===== config.mk =====
export PLATFORM = sky130hd
export DESIGN_NAME = b1_slide_window_gen
export DESIGN_NICKNAME = d
export VERILOG_FILES = /design/src/rtl/b1_pkg.sv /design/src/rtl/b1_tap_shift.sv /design/src/rtl/b1_slide_window_gen.sv
export SDC_FILE = /design/constraint.sdc
export NUM_CORES = 1
export LEC_CHECK = 0
export BUFFER_PORTS_ARGS = -buffer_cell sky130_fd_sc_hd__buf_2
export CAP_MARGIN = 0
export CORE_ASPECT_RATIO = 0.8
export CORE_UTILIZATION = 40
export DETAILED_ROUTE_END_ITERATION = 16
export PLACE_DENSITY = 0.68
export SETUP_SLACK_MARGIN = 0.4
export SLEW_MARGIN = 15
export SYNTH_ARGS = -nofsm -noshare
export SYNTH_HDL_FRONTEND = slang
export SYNTH_SLANG_ARGS = --single-unit

===== constraint.sdc =====
create_clock -name clk -period 6.5 [get_ports clk]
set_clock_uncertainty 0.2 [all_clocks]
set_input_delay 1.3 -clock clk [delete_from_list [all_inputs] [get_ports clk]]
set_output_delay 1.3 -clock clk [all_outputs]
set_load 0.03 [all_outputs]

===== src/rtl/b1_pkg.sv =====
// ----------------------------------------------------------------------------
// b1_pkg
// Shared definitions for the B1 sliding-window front end.
//   DW      : ECG sample width in bits
//   KERNEL  : window width. Fixed at 4, one output lane per tap.
//   SCNT_W  : width of the per-frame sample counter
//   WCNT_W  : width of the per-frame window counter and of win_idx
//   state_t : FSM encoding, also driven out on the debug state port
//   n_win() : number of windows in a frame of frame_len samples at a stride
// ----------------------------------------------------------------------------
package b1_pkg;

    localparam int DW     = 7;
    localparam int KERNEL = 4;
    localparam int SCNT_W = 11;
    localparam int WCNT_W = 10;

    typedef enum logic [1:0] {
        IDLE  = 2'd0,
        FILL  = 2'd1,
        SLIDE = 2'd2,
        DRAIN = 2'd3
    } state_t;

    // Count of complete windows: the first window needs KERNEL samples and
    // each later window needs STRIDE more. Trailing samples that cannot
    // complete a window are not counted.
    function automatic int n_win(input int frame_len, input int stride);
        return (frame_len - KERNEL) / stride + 1;
    endfunction

endpackage


===== src/rtl/b1_tap_shift.sv =====
// ----------------------------------------------------------------------------
// b1_tap_shift
// DEPTH x W shift register. Each enabled cycle moves every tap one place
// toward tap 0 and loads i_din into the top tap.
//
// o_shifted is the combinational value the taps take on at the next enabled
// edge. It already contains i_din, so the parent can capture a complete
// window on the same edge that accepts the window's last sample.
//
// Ports
//   clk        in   clock
//   rst_n_2    in   asynchronous active-low reset, clears all taps
//   i_en       in   shift enable (one accepted sample)
//   i_din      in   W   incoming sample
//   o_shifted  out  DEPTH x W  taps after this cycle's shift, oldest in [0]
// ----------------------------------------------------------------------------
module b1_tap_shift
    import b1_pkg::*;
#(
    parameter int W     = DW,
    parameter int DEPTH = KERNEL
) (
    input  logic                      clk,
    input  logic                      rst_n_2,
    input  logic                      i_en,
    input  logic [W-1:0]              i_din,
    output logic [DEPTH-1:0][W-1:0]   o_shifted
);

    logic [DEPTH-1:0][W-1:0] r_taps;
    logic [DEPTH-1:0][W-1:0] w_shifted;

    always_comb begin
        w_shifted = r_taps;
        for (int i = 0; i < DEPTH - 1; i++) begin
            w_shifted[i] = r_taps[i+1];
        end
        w_shifted[DEPTH-1] = i_din;
    end

    always_ff @(posedge clk or negedge rst_n_2) begin
        if (!rst_n_2) begin
            r_taps <= '0;
        end else if (i_en) begin
            r_taps <= w_shifted;
        end
    end

    assign o_shifted = w_shifted;

endmodule


===== src/rtl/b1_slide_window_gen.sv =====
// ----------------------------------------------------------------------------
// b1_slide_window_gen
// Turns one fixed-length frame of ECG samples into KERNEL-wide windows. Each
// window starts STRIDE samples after the previous one. A window is presented
// on four registered lanes, oldest sample on lane 0, for the B1
// capture/convolution stage.
//
// Ports
//   clk             in   clock
//   rst_n_2         in   asynchronous active-low reset
//   start           in   one-cycle pulse. Starts a frame from IDLE and is
//                        ignored at all other times.
//   din             in   DW   input sample
//   din_valid       in   din qualifies
//   din_ready       out  sample accepted this cycle if din_valid
//   slide_data_0..3 out  DW   window taps, oldest on lane 0
//   slide_valid     out  window on the lanes is valid
//   slide_ready     in   downstream accepts the window
//   win_idx         out  10   index of the presented window
//   busy            out  high whenever the FSM is not IDLE
//   frame_done      out  one-cycle pulse after the frame's last window is gone
//   o_dbg_state     out  current FSM state
//
// Handshakes (both sides): a transfer happens on a rising clock edge where
// valid && ready. A valid producer holds its data stable until that edge.
// din_ready is high only in FILL/SLIDE when the output register is empty or is
// being emptied this cycle. That gives full throughput, and a sample that
// completes a window can never overwrite an untaken window.
// ----------------------------------------------------------------------------
module b1_slide_window_gen
    import b1_pkg::*;
#(
    parameter int STRIDE    = 4,
    parameter int FRAME_LEN = 1804
) (
    input  logic              clk,
    input  logic              rst_n_2,
    input  logic              start,
    input  logic [DW-1:0]     din,
    input  logic              din_valid,
    output logic              din_ready,
    output logic [DW-1:0]     slide_data_0,
    output logic [DW-1:0]     slide_data_1,
    output logic [DW-1:0]     slide_data_2,
    output logic [DW-1:0]     slide_data_3,
    output logic              slide_valid,
    input  logic              slide_ready,
    output logic [WCNT_W-1:0] win_idx,
    output logic              busy,
    output logic              frame_done,
    output state_t            o_dbg_state
);

    localparam int N_WIN = n_win(FRAME_LEN, STRIDE);
    // k_cnt only ever holds 0..STRIDE-1, and STRIDE <= KERNEL.
    localparam int KW    = $clog2(KERNEL);

    localparam logic [SCNT_W-1:0] S_KERNEL = SCNT_W'(KERNEL);
    localparam logic [SCNT_W-1:0] S_FRAME  = SCNT_W'(FRAME_LEN);
    localparam logic [SCNT_W-1:0] S_ONE    = SCNT_W'(1);
    localparam logic [WCNT_W-1:0] W_NWIN   = WCNT_W'(N_WIN);
    localparam logic [WCNT_W-1:0] W_ONE    = WCNT_W'(1);
    localparam logic [KW-1:0]     K_LAST   = KW'(STRIDE - 1);
    localparam logic [KW-1:0]     K_ONE    = KW'(1);

    // ---------------- state and datapath registers ----------------
    state_t                    r_state;
    state_t                    w_state_nxt;
    logic [SCNT_W-1:0]         r_s_cnt;
    logic [KW-1:0]             r_k_cnt;
    logic [WCNT_W-1:0]         r_w_cnt;
    logic [KERNEL-1:0][DW-1:0] r_win;
    logic                      r_slide_valid;
    logic [WCNT_W-1:0]         r_win_idx;
    logic                      r_frame_done;

    // ---------------- combinational control ----------------
    logic                      w_out_free;
    logic                      w_din_ready;
    logic                      w_accept;
    logic [SCNT_W-1:0]         w_s_cnt_inc;
    logic                      w_last_sample;
    logic                      w_fill_done;
    logic                      w_stride_hit;
    logic                      w_emit;
    logic                      w_xfer;
    logic                      w_done_set;
    logic                      w_frame_start;
    logic [KERNEL-1:0][DW-1:0] w_shifted;

    assign w_out_free    = !r_slide_valid || slide_ready;
    assign w_din_ready   = ((r_state == FILL) || (r_state == SLIDE)) && w_out_free;
    assign w_accept      = din_valid && w_din_ready;
    assign w_xfer        = r_slide_valid && slide_ready;
    assign w_frame_start = (r_state == IDLE) && start;

    assign w_s_cnt_inc   = r_s_cnt + S_ONE;
    assign w_last_sample = w_accept && (w_s_cnt_inc == S_FRAME);

    // First window: the accept that brings the sample count to KERNEL.
    assign w_fill_done   = (r_state == FILL) && w_accept && (w_s_cnt_inc == S_KERNEL);
    // Later windows: every STRIDE-th accept in SLIDE. Once N_WIN windows have
    // been emitted, further stride hits are tail samples and are dropped.
    assign w_stride_hit  = (r_state == SLIDE) && w_accept && (r_k_cnt == K_LAST);
    assign w_emit        = w_fill_done || (w_stride_hit && (r_w_cnt < W_NWIN));

    b1_tap_shift #(
        .W     (DW),
        .DEPTH (KERNEL)
    ) u_tap_shift (
        .clk       (clk),
        .rst_n_2   (rst_n_2),
        .i_en      (w_accept),
        .i_din     (din),
        .o_shifted (w_shifted)
    );

    // ---------------- FSM ----------------
    always_ff @(posedge clk or negedge rst_n_2) begin
        if (!rst_n_2) begin
            r_state <= IDLE;
        end else begin
            r_state <= w_state_nxt;
        end
    end

    always_comb begin
        w_state_nxt = r_state;
        w_done_set  = 1'b0;
        case (r_state)
            IDLE: begin
                if (start) begin
                    w_state_nxt = FILL;
                end
            end
            FILL: begin
                // A frame no longer than KERNEL goes straight to DRAIN.
                if (w_last_sample) begin
                    w_state_nxt = DRAIN;
                end else if (w_fill_done) begin
                    w_state_nxt = SLIDE;
                end
            end
            SLIDE: begin
                if (w_last_sample) begin
                    w_state_nxt = DRAIN;
                end
            end
            DRAIN: begin
                // Finish once the last window has left or is leaving now.
                if (w_out_free) begin
                    w_done_set  = 1'b1;
                    w_state_nxt = IDLE;
                end
            end
            default: begin
                w_state_nxt = IDLE;
            end
        endcase
    end

    // ---------------- counters ----------------
    always_ff @(posedge clk or negedge rst_n_2) begin
        if (!rst_n_2) begin
            r_s_cnt <= '0;
            r_k_cnt <= '0;
            r_w_cnt <= '0;
        end else if (w_frame_start) begin
            r_s_cnt <= '0;
            r_k_cnt <= '0;
            r_w_cnt <= '0;
        end else if (w_accept) begin
            r_s_cnt <= w_s_cnt_inc;
            if (r_state == SLIDE) begin
                r_k_cnt <= w_stride_hit ? '0 : (r_k_cnt + K_ONE);
            end
            if (w_emit) begin
                r_w_cnt <= r_w_cnt + W_ONE;
            end
        end
    end

    // ---------------- output register ----------------
    // The window is captured from the post-shift taps, so it appears one cycle
    // after the accept of its last sample. A new load and the transfer of the
    // previous window can share a cycle, and the load wins.
    always_ff @(posedge clk or negedge rst_n_2) begin
        if (!rst_n_2) begin
            r_win         <= '0;
            r_slide_valid <= 1'b0;
            r_win_idx     <= '0;
        end else if (w_emit) begin
            r_win         <= w_shifted;
            r_slide_valid <= 1'b1;
            r_win_idx     <= r_w_cnt;
        end else if (w_xfer) begin
            r_slide_valid <= 1'b0;
        end
    end

    always_ff @(posedge clk or negedge rst_n_2) begin
        if (!rst_n_2) begin
            r_frame_done <= 1'b0;
        end else begin
            r_frame_done <= w_done_set;
        end
    end

    assign din_ready    = w_din_ready;
    assign slide_data_0 = r_win[0];
    assign slide_data_1 = r_win[1];
    assign slide_data_2 = r_win[2];
    assign slide_data_3 = r_win[3];
    assign slide_valid  = r_slide_valid;
    assign win_idx      = r_win_idx;
    assign busy         = (r_state != IDLE);
    assign frame_done   = r_frame_done;
    assign o_dbg_state  = r_state;

endmodule


Word-level counts from Yosys, hierarchy flattened
Cells that the tools add are included.
{"block": "totals", "reg_bits": 86, "inputBits": 12, "output_inout_bits": 44, "wordCells": 70}
{"block": "classes", "n_addsub": 3, "n_lt_le_gt_ge": 1, "n_eq_ne": 10, "n_mux": 19, "n_reduce_logical": 23}
{"op": "10-bit two-way mux", "n": 3}
{"op": "11-bit two-way mux", "n": 2}
{"op": "2-bit two-way mux", "n": 9}
{"op": "11-bit by 1-bit adder with 11-bit output, second input constant", "n": 1}
{"op": "11-bit equality test, second input constant", "n": 1}
{"op": "11-bit by 3-bit equality test with 1-bit output, second input constant", "n": 1}
{"op": "10-bit by 1-bit adder with 10-bit output, second input constant", "n": 1}
{"op": "1-bit logical AND", "n": 10}
{"op": "10-bit by 9-bit < comparator with 1-bit output, second input constant", "n": 1}
{"op": "2-bit nonzero test", "n": 5}
{"op": "2-bit case mux with 4 select lines", "n": 1}
{"op": "2-bit equality test, second input constant", "n": 3}
{"op": "2-bit != test, second input constant", "n": 3}
{"op": "1-bit two-way mux", "n": 4}
{"op": "2-bit AND reduction", "n": 2}
{"op": "4-bit AND reduction", "n": 1}
{"op": "1-bit logical OR", "n": 3}
{"op": "3-bit != test, second input constant", "n": 1}
{"op": "2-bit by 1-bit adder with 2-bit output, second input constant", "n": 1}
{"op": "2-bit by 1-bit equality test with 1-bit output, second input constant", "n": 1}
{"op": "2-bit logical NOT", "n": 1}
{"op": "1-bit logical NOT", "n": 1}

Logic depth before layout (Yosys ltp)
Gate-level depths: netlist of the first run.
{"block": "depth", "depth_word": 11, "ltp_mapped": 11, "ltp_nobuf": 8}

Hierarchy
Synthesis of the first run repeated with hierarchy kept, for this count alone.
{"block": "unflattened", "cells_unflattened": 334, "area_unflattened_um2": 4266.6}
{"module": "b1_slide_window_gen", "instances": 1, "cells_each": 283, "area_each_um2": 3354.5, "seq_area_each_um2": 1626.6}
{"module": "b1_tap_shift", "instances": 1, "cells_each": 51, "area_each_um2": 912.1, "seq_area_each_um2": 525.5}

Worst setup path after synthesis of the first run
No wires, ideal clock.
{"block": "synth_timing", "kind": "in2out", "from": "in slide_ready", "to": "out din_ready", "arrival_time_ns": 1.757, "required_ns": 5.000, "slack_ns": 3.243, "path_stages": 2, "path_buffers": 0, "cell_sequence": "nand2b_1 -> and2_1"}
{"block": "synth_via", "elab_chain_cells": 2}
{"element": "from (decl)", "line": "b1_slide_window_gen.sv:47", "text": "input logic slide_ready,"}
{"element": "1-bit logical OR", "line": "b1_slide_window_gen.sv:91", "text": "assign w_out_free = !r_slide_valid || slide_ready;"}
{"element": "1-bit logical AND", "line": "b1_slide_window_gen.sv:92", "text": "assign w_din_ready = ((r_state == FILL) || (r_state == SLIDE)) && w_out_free;"}
{"element": "to (decl)", "line": "b1_slide_window_gen.sv:41", "text": "output logic din_ready,"}
Every way passes these cells.

Worst setup path in the final report of the first run
{"block": "layout_timing", "from": "in slide_ready", "to": "reg r_w_cnt[0]"}
{"block": "layout_via", "elab_chain_cells": 9, "elab_cells_between_ends": 12, "classes_between": "reduce/logical: 12"}
{"element": "1-bit logical OR *", "line": "b1_slide_window_gen.sv:91"}
{"element": "1-bit logical AND *", "line": "b1_slide_window_gen.sv:92"}
{"element": "1-bit logical AND *", "line": "b1_slide_window_gen.sv:93", "text": "assign w_accept = din_valid && w_din_ready;"}
{"element": "1-bit logical AND (2 in a row)", "line": "b1_slide_window_gen.sv:104", "text": "assign w_stride_hit = (r_state == SLIDE) && w_accept && (r_k_cnt == K_LAST);"}
{"element": "1-bit logical AND", "line": "b1_slide_window_gen.sv:105", "text": "assign w_emit = w_fill_done || (w_stride_hit && (r_w_cnt < W_NWIN));"}
{"element": "1-bit logical OR", "line": "b1_slide_window_gen.sv:105"}
{"element": "2-bit nonzero test (no line)"}
{"element": "2-bit AND reduction (no line) *"}
{"element": "to (signal assigned)", "line": "b1_slide_window_gen.sv:178", "text": "r_w_cnt <= r_w_cnt + W_ONE;"}
{"element": "to (decl)", "line": "b1_slide_window_gen.sv:71", "text": "logic [WCNT_W-1:0] r_w_cnt;"}
Every way passes the cells marked *; elsewhere a longest branch is shown, timed or not.
A chain may end at the register's enable or synchronous reset.

==> results of run 1 <==
## layer usage
| metal | GRT usage (%) | routed length (um) | up-vias |
|---|---|---|---|
| met5 | 0 | 0 | - |
| met4 | 5.59 | 94 | 0 |
| met3 | 4.09 | 319 | 11 |
| met2 | 27.4 | 3770 | 60 |
| met1 | 24.5 | 4030 | 1499 |
| li1 | - | - | 1524 |
## through the flow
step           util, %  hold slack, ns  cell area [um^2]  cells  total power, mW
2_1_floorplan        -           0.246              3950    442             1.18
3_3_place_gp      44.7           0.246              4300    597             1.33
3_5_place_dp      44.7           0.254              4300    597             1.34
4_1_cts           47.7           0.267              4580    611             1.86
5_1_grt           47.8           0.279              4590    611             1.96
6_report          47.8           0.261              4590    611             1.84
## path summary, 6_finish.rpt
kind / end / depth (start not counted) / slack [ns]
max: r_w_cnt[0] / 9 / 2.93
min: win_idx[6] / 2 / 0.26
max reg2reg: r_w_cnt[0] / 8 / 3.19
min reg2reg: win_idx[6] / 2 / 0.26
max in group asynchronous: slide_valid / 1 / 4.74
min in group asynchronous: slide_data_0[1] / 1 / 0.81
## power by group through the flow
stage,clock (mW),sequential (mW),combinational [mW]
after global routing,0.536,0.787,0.635
final,0.502,0.769,0.564
after CTS,0.514,0.770,0.571
after detailed placement,0,0.778,0.567
after global placement,0,0.774,0.553
after floorplan,0,0.860,0.318
## placed cells by master (no fill, tap or decap), drive strengths merged, types with 3 or more instances in the layout
cell    instances
clkbuf         11
buf            56
and2            4
or4             4
nor4            3
nor3            6
dfrtp          86
nand2         192
and3            3
a211oi          3
ha              9
xor2            6
or3             5
a21oi          13
nand3          12
o21ai           8
inv            11
nand4           4
xnor2          12
nor2           21
## logic make-up after synthesis
kind of cell               after synthesis  share of synthesized area (%)
AOI/OAI and AO/OA                       36                           6.33
adders and majority gates                9                           2.85
buffers and inverters                   31                           3.45
and+or+nand+nor                        261                           28.7
DFF                                     86                           54.4
muxes                                    1                          0.285
xor gates and xnor gates                18                           3.99
## final cells by class
cell class	count	share of cell area, %
flip-flops and latches	86	46.9
multi-input cells	325	36.4
repair buffers	56	6.30
clock buffers	11	5.29
well taps	119	3.24
clock inverters	3	1.01
inverters	11	0.899
## tightest hold or removal path, delay by kind of cell, from the launching register on
kind / cells / cell delay, ns
and+or+nand+nor: 2 / 0.09
DFF: 1 / 0.34
## state kept, by name (all words and copies together), names as in the netlist
name	cells
r_s_cnt	11
slide_data_0	7
win_idx	10
r_w_cnt	10
slide_data_3	7
slide_valid	1
u_tap_shift.o_shifted	21
frame_done	1
slide_data_2	7
r_k_cnt	2
slide_data_1	7
o_dbg_state	2
==> impl_metrics.py, run 1 <==
metrics = {
    "timing": {
        "rsz0062_at_grt": "false",
        "maxSlewViolCount": 0,
        "max_slew_margin_pct": 34.1,
        "worst_pin_slew_ns": 0.986,
        "fin_ws_ns": 2.93,
        "max_freq_mhz": 280,
        "final_hold_viol_count": 0,
        "timing.final.crit_period_ns": 3.57,
        "final-setup-viol-count": 0,
        "period_share_pct": 55.0,
        "tns_ns": 0,
    },
    "pwr": {
        "p_sw_share_pct": 37.7,
        "pwr-share-comb_pct": 30.7,
        "p_switching_mw": 0.693,
        "power.share.clock_pct": 27.3,
        "power.internal_mw": 1.14,
        "p_leak_nw": 2.44,
        "p_per_area_mw_per_mm2": 400,
        "p_seq_share_pct": 41.9,
        "vdd_drop_max_uv": 158,
    },
    "min_path": {
        "hold_path.class": "reg -> reg",
        "min-delay-start": "win_idx[6]",
    },
    "drt": {
        "post_drt_wl_per_cell_um": 13.4,
        "postRouteAntennaNets": 0,
        "avgViaCountPerCell": 5.06,
        "vias": 3094,
        "drtIter0Drc": 224,
        "drc_errors": 0,
        "first_pass_iters": 6,
        "wl_um": 8210,
    },
    "floorplanning": {
        "io_pins": 56,
        "core_mm2": 0.00961,
        "initial_core_util_pct": 41.1,
        "die_width_um": 113,
        "die_h_um": 90.9,
        "rows": 32,
        "die_area_mm2": 0.0103,
    },
    "worst_setup_path": {
        "crit_path_frequent_cell": "nand2_1",
        "cp_cell_sequence": "buf_2 -> nand2b_1 -> and3_1 -> buf_4 -> nand2_1 -> nand4bb_1 -> nand2_2 -> nand2_1 -> nor3b_1",
        "crit_slowest_cell": "nand2_2",
        "r2r_start": "r_s_cnt[0]",
        "crit_path_end_kind": "flip-flop",
        "path_buf_inv": 2,
        "required_ns": 6.47,
        "crit_arrival_ns": 3.54,
        "cpPeakStageDelay_ns": 0.62,
        "start_kind": "primary input",
        "crit_family": "simple AND/OR/NAND/NOR gates",
        "path_class": "in -> reg",
        "crit_fanout": 38,
        "startpoint": "slide_ready",
    },
    "yosys": {
        "yosys-top-cells-count": "192 x nand2_1, 86 x dfrtp_1, 21 x nor2_1",
        "syn_area_per_cell_um2": 8.95,
        "ys.flop_type": "dfrtp_1",
        "synth_top_area_share_pct": 54.4,
        "synth_enable_flop_cells": 0,
        "synthCells": 442,
        "syn_nets": 463,
        "synthTopCellsByArea": "dfrtp_1 54%, nand2_1 18%, ha_1 2.8%",
        "synth_area_leader_cell": "dfrtp_1",
        "synthDistinctLibCells": 42,
        "yosysWarnings": 0,
        "post-synth-top-count-cell": "nand2_1",
        "netlist_area_mm2": 0.00395,
        "yosys_register_bits": 86,
        "async_flop_share_pct": 100,
        "ys_seq_area_share_pct": 54.4,
    },
    "cts": {
        "cts_hold_buffers": 0,
        "clkSlewWorstSetupHoldPaths_ns": 0.06,
        "cts_root_buffer": "clkbuf_16",
        "cts_tree": "yes",
        "htreeDepth": 3,
        "clockBufferDepth": 2,
        "cts.sinks": 86,
        "clkLatencyLatePin_ns": 0.33,
        "cts-resized-gates": 0,
        "cts-buffers-inserted": 9,
        "post_cts_buffers": 0,
    },
    "cells_and_area": {
        "drive_gt1_share_pct": 16.1,
        "fillers": 964,
        "diodes": 0,
        "multi_input_area_mm2": 0.00167,
        "seq_area_mm2": 0.00215,
        "finalNetCount": 510,
        "area_growth_pct": 16.1,
    },
    "job": {
        "cap_violations": 0,
    },
    "place": {
        "gp_congestion": 0.859,
        "place_ws_ns": 2.20,
        "port_buffers": 55,
        "dp_hpwl_um": 5460,
    },
    "global_route": {
        "track_usage_pct": 17.6,
        "grt_max_degree": 87,
        "grt_overflow_total": 0,
        "grt_antenna_before_repair": 0,
        "grt_pass1_wl_um": 14400,
        "grt_pass1_vias": 3064,
    },
    "run_status": {
        "status": "finished clean",
    },
}
(Power assumes the default switching activity.)
==> inputs of run 2 (changes only) <==
Clock period 6.5 ns to 3.3 ns, I/O delays scaled along.
==> run 2 against run 1 <==
Net effect: final cell count increased by 1.8%; first-iteration DRC count decreased by 25%; sequential power increased by 98%; total power increased by 100%; register-to-register slack got worse by 2.6 ns; die area unchanged; setup slack got worse by 2.3 ns; combinational power increased by 110%; core utilization increased by 1.3 points; critical path type is now reg -> reg; highest routed layer unchanged.
==> impl_metrics.py, run 2 (synthesis results as in run 1) <==
metrics = {
    "global_route": {
        "met2_usage_pct": 27.9,
        "grt_max_degree": 58,
        "top_usage_layer": "met2",
        "use_met1_pct": 24.8,
        "grt_pass1_vias": 2997,
        "grt_overflow_total": 0,
        "grt_antenna_before_repair": 0,
        "grt_use_met3_pct": 3.89,
        "track_usage_pct": 17.9,
        "grt_pass1_wl_um": 14500,
    },
    "cells_and_area": {
        "drive_gt1_share_pct": 19.5,
        "final_area_mm2": 0.00471,
        "final_common_cell": "nand2_1",
        "fillers": 941,
        "diodes": 0,
        "area_growth_pct": 19.2,
        "largest_reg_flops": 21,
        "finalNetCount": 519,
        "final_cell_mix": "192 x nand2_1, 80 x dfrtp_1, 54 x buf_2",
    },
    "drt": {
        "vias": 3125,
        "avgViaCountPerCell": 5.02,
        "postRouteAntennaNets": 0,
        "post_drt_wl_per_cell_um": 13.8,
        "drc_errors": 0,
        "first_pass_iters": 8,
        "wl_um": 8570,
        "drtIter0Drc": 167,
    },
    "floorplanning": {
        "io_pins": 56,
        "initial_core_util_pct": 41.1,
        "die_width_um": 113,
        "core_mm2": 0.00961,
        "die_h_um": 90.9,
        "die_area_mm2": 0.0103,
        "rows": 32,
    },
    "timing": {
        "fin_ws_ns": 0.576,
        "worst_pin_slew_ns": 0.736,
        "rsz0062_at_grt": "true",
        "max_freq_mhz": 367,
        "timing.final.crit_period_ns": 2.72,
        "final_hold_viol_count": 0,
        "final-setup-viol-count": 0,
        "max_slew_margin_pct": 51.0,
        "period_share_pct": 82.5,
        "maxSlewViolCount": 0,
        "tns_ns": 0,
    },
    "place": {
        "gp_congestion": 0.926,
        "place_ws_ns": 0.434,
        "port_buffers": 55,
        "placed_area_mm2": 0.00437,
        "dp_hpwl_um": 5730,
    },
    "worst_setup_path": {
        "crit_arrival_ns": 2.74,
        "required_ns": 3.31,
        "crit_fanout": 9,
        "path_class": "reg -> reg",
        "crit_path_end_kind": "flip-flop",
        "start_kind": "flip-flop",
    },
    "pwr": {
        "p_per_area_mw_per_mm2": 782,
        "p_leak_nw": 2.50,
        "power_mw": 3.69,
        "vdd_drop_max_uv": 408,
    },
    "cts": {
        "cts-buffers-inserted": 9,
        "clkSlewWorstSetupHoldPaths_ns": 0.06,
        "clkLatencyLatePin_ns": 0.33,
        "cts.sinks": 86,
        "post_cts_buffers": 0,
        "clockBufferDepth": 2,
        "cts_tree": "yes",
        "cts_root_buffer": "clkbuf_16",
        "htreeDepth": 3,
    },
    "min_path": {
        "hold_path.class": "in -> async",
    },
    "job": {
        "cap_violations": 0,
    },
    "run_status": {
        "status": "finished clean",
    },
}
-- run 2: final timing paths --
check | endpoint | cells after the start | from | slack (ns)
worst max-delay path | r_w_cnt[9] | 8 | r_s_cnt[0] | 0.58
worst max register to register | r_w_cnt[9] | 8 | r_s_cnt[0] | 0.58
min in group clk | win_idx[3] | 2 | win_idx[3] | 0.26
worst min register to register | win_idx[3] | 2 | win_idx[3] | 0.26
max in group asynchronous | r_w_cnt[1] | 2 | rst_n_2 | 2.09
worst min-delay path | slide_data_0[5] | 1 | rst_n_2 | 0.19
-- run 2: through the flow --
stage	utilization (%)	hold slack, ns	instances
2_1_floorplan	-	0.164	442
3_3_place_gp	45.4	0.246	605
3_5_place_dp	45.4	0.251	605
4_1_cts	48.6	0.209	621
5_1_grt	49.1	0.258	622
6_report	49.1	0.192	622
-- run 2: critical path: stages (launching register included) --
cell       delay (ns)
dfrtp_2          0.43
ha_1             0.19
nand3_1          0.14
or4_1            0.51
a32oi_2          0.26
nand4_4          0.20
a2111oi_2        0.45
xnor2_1          0.18
nor2_1           0.06
-- run 2: per-layer routing --
layer | vias to the layer above | wire length [um] | part of all wire [%]
li1 | 1546 | - | -
met1 | 1492 | 4160 | 49
met2 | 73 | 3890 | 45
met3 | 14 | 387 | 4.5
met4 | 0 | 123 | 1.4
met5 | - | 0 | 0
-- run 2: repair_timing --
action,4_1_cts,5_1_grt
resized for setup,0,12
hold buffers,0,0
setup endpoints to repair,0,31
-- run 2: area by class of cell --
cell class | count | area (um^2) | area share, %
Multi-Input combinational cell | 326 | 1700 | 36.0
Timing Repair Buffer | 64 | 365 | 7.75
Inverter | 11 | 41.3 | 0.876
Clock buffer | 9 | 225 | 4.78
Sequential cell | 86 | 2160 | 45.8
Clock inverter | 7 | 75.1 | 1.59
Tap cell | 119 | 149 | 3.16
-- run 2: power breakdown --
group	internal [mW]	switching, mW
clock network	0.589	0.424
logic	0.369	0.787
registers	1.31	0.202
